--- config.mk ---
export PLATFORM = sky130hd
export DESIGN_NAME = pulse_led_stretcher_flat
export DESIGN_NICKNAME = d
export VERILOG_FILES = /design/src/rtl/pulse_led_stretcher_if.sv /design/src/rtl/pulse_led_stretcher.sv /design/src/flat_wrapper.sv
export SDC_FILE = /design/constraint.sdc
export NUM_CORES = 1
export LEC_CHECK = 0
export ABC_AREA = 1
export ABC_CLOCK_PERIOD_IN_PS = 4740
export CORE_MARGIN = 1.5
export CORE_UTILIZATION = 30
export CTS_CLUSTER_SIZE = 20
export DETAILED_ROUTE_END_ITERATION = 8
export SYNTH_ARGS = -nofsm -noshare
export SYNTH_HDL_FRONTEND = slang
export SYNTH_SLANG_ARGS = --single-unit
--- constraint.sdc ---
create_clock -name clk_100MHz -period 4.74 [get_ports clk_100MHz]
set_clock_uncertainty 0.15 [all_clocks]
set_input_delay 1.422 -clock clk_100MHz [delete_from_list [all_inputs] [get_ports clk_100MHz]]
set_output_delay 1.422 -clock clk_100MHz [all_outputs]
set_load 0.02 [all_outputs]
--- src/rtl/pulse_led_stretcher_if.sv ---
// Event/status bundle between an event source and the LED pulse stretcher.
// The master drives events and the overflow clear; the slave reports LED and queue state.
interface pulse_led_stretcher_if #(
  parameter int PEND_W = 4
) ();
  logic              pulse_in;
  logic              clr_ovf;
  logic              led;
  logic              busy;
  logic [PEND_W-1:0] pending;
  logic              overflow;

  modport master (
    output pulse_in,
    output clr_ovf,
    input  led,
    input  busy,
    input  pending,
    input  overflow
  );

  modport slave (
    input  pulse_in,
    input  clr_ovf,
    output led,
    output busy,
    output pending,
    output overflow
  );
endinterface

--- src/rtl/pulse_led_stretcher.sv ---
// Stretches single-cycle event pulses into visible LED flashes (fixed on-time plus off-gap).
// Events arriving during a flash are queued in a saturating counter and replayed in order.
module pulse_led_stretcher #(
  parameter int ON_CYCLES  = 5000000,
  parameter int GAP_CYCLES = 2500000,
  parameter int PEND_W     = 4
) (
  input  logic                  clk_100MHz,
  input  logic                  rst,
  pulse_led_stretcher_if.slave  bus
);

  localparam int TMAX    = ((ON_CYCLES > GAP_CYCLES) ? ON_CYCLES : GAP_CYCLES) - 1;
  localparam int TIMER_W = (TMAX > 0) ? $clog2(TMAX + 1) : 1;

  localparam logic [TIMER_W-1:0] ON_LOAD  = TIMER_W'(ON_CYCLES - 1);
  localparam logic [TIMER_W-1:0] GAP_LOAD = TIMER_W'(GAP_CYCLES - 1);
  localparam logic [PEND_W-1:0]  PEND_MAX = '1;

  localparam logic [1:0] ST_IDLE = 2'd0;
  localparam logic [1:0] ST_ON   = 2'd1;
  localparam logic [1:0] ST_GAP  = 2'd2;

  logic [1:0]         state_q, state_d;
  logic [TIMER_W-1:0] timer_q, timer_d;
  logic [PEND_W-1:0]  pend_q,  pend_d;
  logic               ovf_q,   ovf_d;
  logic               led_q,   led_d;
  logic               busy_q,  busy_d;
  logic               dec;
  logic               sat;

  // Returns {saturated, next_count}; an increment at full scale is dropped, never wrapped.
  function automatic logic [PEND_W:0] pend_step(
    input logic [PEND_W-1:0] cnt,
    input logic              inc,
    input logic              dec_in
  );
    logic [PEND_W:0] res;
    res = {1'b0, cnt};
    if (inc && !dec_in) begin
      if (cnt == PEND_MAX) res = {1'b1, cnt};
      else                 res = {1'b0, cnt + PEND_W'(1)};
    end else if (!inc && dec_in) begin
      res = {1'b0, cnt - PEND_W'(1)};
    end
    return res;
  endfunction

  always_comb begin
    state_d = state_q;
    timer_d = timer_q;
    dec     = 1'b0;
    case (state_q)
      ST_IDLE: begin
        if (bus.pulse_in) begin
          state_d = ST_ON;
          timer_d = ON_LOAD;
        end
      end
      ST_ON: begin
        if (timer_q == '0) begin
          state_d = ST_GAP;
          timer_d = GAP_LOAD;
        end else begin
          timer_d = timer_q - TIMER_W'(1);
        end
      end
      ST_GAP: begin
        if (timer_q == '0) begin
          // A pulse on the exit edge with nothing queued is consumed directly.
          if ((pend_q != '0) || bus.pulse_in) begin
            state_d = ST_ON;
            timer_d = ON_LOAD;
            dec     = 1'b1;
          end else begin
            state_d = ST_IDLE;
          end
        end else begin
          timer_d = timer_q - TIMER_W'(1);
        end
      end
      default: begin
        state_d = ST_IDLE;
        timer_d = '0;
      end
    endcase
  end

  always_comb begin
    pend_d = pend_q;
    sat    = 1'b0;
    if (state_q != ST_IDLE) begin
      {sat, pend_d} = pend_step(pend_q, bus.pulse_in, dec);
    end
    // A fresh overflow takes priority over a simultaneous clear.
    ovf_d  = sat | (ovf_q & ~bus.clr_ovf);
    led_d  = (state_d == ST_ON);
    busy_d = (state_d != ST_IDLE);
  end

  always_ff @(posedge clk_100MHz or posedge rst) begin
    if (rst) begin
      state_q <= ST_IDLE;
      timer_q <= '0;
      pend_q  <= '0;
      ovf_q   <= 1'b0;
      led_q   <= 1'b0;
      busy_q  <= 1'b0;
    end else begin
      state_q <= state_d;
      timer_q <= timer_d;
      pend_q  <= pend_d;
      ovf_q   <= ovf_d;
      led_q   <= led_d;
      busy_q  <= busy_d;
    end
  end

  assign bus.led      = led_q;
  assign bus.busy     = busy_q;
  assign bus.pending  = pend_q;
  assign bus.overflow = ovf_q;

endmodule

--- src/flat_wrapper.sv ---
// flat-port wrapper written by rule: the top's interface ports become plain ports
module pulse_led_stretcher_flat 
#(
  parameter int ON_CYCLES  = 5000000,
  parameter int GAP_CYCLES = 2500000,
  parameter int PEND_W     = 4
)
  (clk_100MHz, rst, bus_pulse_in, bus_clr_ovf, bus_led, bus_busy, bus_pending, bus_overflow);
  pulse_led_stretcher_if #(.PEND_W(PEND_W)) bus_i ();
  input  logic clk_100MHz;
  input  logic rst;
  input wire logic [$bits(bus_i.pulse_in)-1:0] bus_pulse_in;
  input wire logic [$bits(bus_i.clr_ovf)-1:0] bus_clr_ovf;
  output wire logic [$bits(bus_i.led)-1:0] bus_led;
  output wire logic [$bits(bus_i.busy)-1:0] bus_busy;
  output wire logic [$bits(bus_i.pending)-1:0] bus_pending;
  output wire logic [$bits(bus_i.overflow)-1:0] bus_overflow;
  assign bus_i.pulse_in = bus_pulse_in;
  assign bus_i.clr_ovf = bus_clr_ovf;
  assign bus_led = bus_i.led;
  assign bus_busy = bus_i.busy;
  assign bus_pending = bus_i.pending;
  assign bus_overflow = bus_i.overflow;
  pulse_led_stretcher #(.ON_CYCLES(ON_CYCLES), .GAP_CYCLES(GAP_CYCLES), .PEND_W(PEND_W)) u_core (.clk_100MHz(clk_100MHz), .rst(rst), .bus(bus_i));
endmodule
==> run metrics <==
DR iter-0 viols 107; GPL Wtd Cong 0.826; Die ar. 8050 um2; worst slew pin tran 0.467 ns; Syn Area/Cell 7.12 um2; Final Cell Area 2600 um2; MaxCap Viol Count 0; Post-Synthesis Net Count 325; root buf cell clkbuf_8; final setup fails 0; Tcrit/Tclk final 64.0%; sequential-to-total area share from yosys stat 35.5%; Final Max Slew Viols 0; largest cells by area after synthesis dfrtp_1 35%, nand2_1 15%, nor2_1 6.0%; yosys warns 0; row cnt 31; critical path endpoint category output port; drc violations 0; Hold Path Origin u_core.bus.overflow; worst reg2reg path depth 9; critical path arrival 1.46 ns; Placed Area 2470 um2; Syn Inst Count 317; Cell Area, Synth 2260 um2; fraction of layout cells with a size suffix above 1 15.9%; postcts setup bufs 0; Synth top area share 35.5%; GRT Overall Usage 14.6%; Worst R2R End u_core.timer_q[7]; post-synth cell types 32; Post-synth EDFFs 0; Clock Pin Slew Worst Setup and Hold Paths 0.07 ns; Remaining Overflow, GRT 0; r2r setup slk 2.61 ns; via count 1998; dominant cell type by area after synthesis dfrtp_1; RSZ-0062 raised after global routing false; setup TNS 0 ns; clk_lat worst skew 0.29 ns; Avg Vias per Cell 4.63; worst vdd ir 0.000238 V; min Tclk post-route 3.04 ns; synthesis-stage register bit count 32; PortBufs 10; Core Region 7250 um2; Power Density 395 nW/um2; nets 340; CTS HTree Levels 2; fillers 783; IO Count 11; Largest stage delay, worst path 0.67 ns; routed wire length 5.39 mm; Top delay family on crit path buffers and inverters; TritonCTS clock tree yes; largest net degree at the start of global routing 33; initial antenna violation count 0; Pre-Repair DR Iteration Count 4; RR Startpoint u_core.timer_q[0]; Post-synth top cells 88 x nand2_1, 36 x nor2_1, 32 x dfrtp_1, 30 x inv_1, 22 x nand3_1; WP data required 3.17 ns; CTS sink cnt 32; Post-synth ARST share 100%; post-route ant nets 0; CTS buffer count 5; type of origin of the critical path register; DP HPWL 3.99 mm; Max Buffers Root-to-Sink 2; hold endpoint u_core.bus.overflow; vias in the first global route 1984; count leader, synth nand2_1; first-pass GRT wire length 9.58 mm; post_cts resized 0; Initial Utilization 31.1%; slowest stage cell, crit path clkdlybuf4s50_1; min-delay worst type reg -> reg; Final Hold Viols 0; crit-path max FO 8; Layout area overhead 15.0%; Pleak 1.28 nW; crit path kind reg -> out; ys flop type dfrtp_1; relative slew slack 68.8%; Die Y 89.7 um; n_diodes 0; WP buf/inv 1; Avg WL per Cell 12.5 um; hold buffers post-CTS 0; CP Cell Sequence clkdlybuf4s50_1; Fmax achieved 329 MHz; outcome finished, final reports clean; DIE WIDTH 89.7 um; worst hold path depth 2
-- worst max path at each step --
stage	startpoint	endpoint	slack (ns)	cells after the start
3_3_place_gp	bus_pulse_in	u_core.bus.pending[1]	1.63	11
3_5_place_dp	bus_pulse_in	u_core.bus.pending[3]	1.60	11
4_1_cts	u_core.bus.pending[2]	bus_pending[2]	1.69	1
2_1_floorplan	bus_pulse_in	u_core.bus.pending[1]	2.19	11
5_1_grt	u_core.bus.pending[2]	bus_pending[2]	1.65	1
6_report	u_core.bus.pending[2]	bus_pending[2]	1.70	1
-- power breakdown --
| part | switching (mW) | internal (mW) |
|---|---|---|
| Clock | 0.112 | 0.186 |
| Sequential | 0.0852 | 0.332 |
| Combinational | 0.176 | 0.135 |
| Total | 0.372 | 0.653 |
-- registers in the layout, summed over array words and instances, names as in the netlist --
register,count
u_core.bus.overflow,1
u_core.bus.pending,4
u_core.timer_q,23
u_core.state_q,2
u_core.bus.led,1
u_core.bus.busy,1
-- through the flow --
step           setup WS [ns]  std cells  util, %  hold WS [ns]  power (mW)
3_3_place_gp            1.63        424     34.1         0.382       0.730
6_report                1.70        432     35.8         0.397        1.03
2_1_floorplan           2.19        317        -         0.334       0.649
4_1_cts                 1.69        432     35.8         0.407        1.04
5_1_grt                 1.65        432     35.8         0.414        1.10
3_5_place_dp            1.60        424     34.1         0.386       0.734
-- worst register-to-register path, cell delays in order, from the launching register on --
cell and delay, ns:
dfrtp_1 0.40, inv_2 0.09, ha_1 0.21, nand2_2 0.16, nor2_4 0.22, nand3_4 0.17, nand2_1 0.14, nand2_1 0.20
a21oi_1 0.21, o21ai_1 0.07
-- routing by layer --
layer,global-route usage (%),routed length [um]
met3,2.54,208
met1,19.3,2680
met4,3.17,34
met2,24.9,2460
met5,0,0
-- placed cells by master (no fill, tap or decap), drive strengths merged, types with 2 or more instances in the layout --
cell / n
nand2: 99
nor2: 52
inv: 40
dfrtp: 32
o21ai: 25
nand3: 24
a21oi: 12
clkdlybuf4s50: 10
xor2: 8
clkbuf: 7
ha: 4
nand4: 4
nand3b: 3
o2111ai: 2
xnor2: 2
buf: 2
-- final cells by class --
class / instances / area (um2) / share of cell area (%)
well taps: 99 / 124 / 4.77
flip-flops and latches: 32 / 801 / 30.8
clock inverters: 1 / 30.0 / 1.16
inverters: 40 / 150 / 5.78
multi-input cells: 241 / 1280 / 49.3
clock buffers: 7 / 96.3 / 3.71
repair buffers: 12 / 115 / 4.43
-- logic make-up (layout without fill, tap and decap cells) --
kind of cell             after synthesis  count (layout)  synth area share (%)
AND/OR/NAND/NOR                      186             186                  40.6
buffers and inverters                 44              60                  7.82
AO/OA/AOI/OAI                         41              41                  9.98
flip-flops                            32              32                  35.5
XOR/XNOR                              10              10                  3.88
adder cells (fa/ha/maj)                4               4                  2.22
Note: power is estimated with default switching activity, not from simulation.
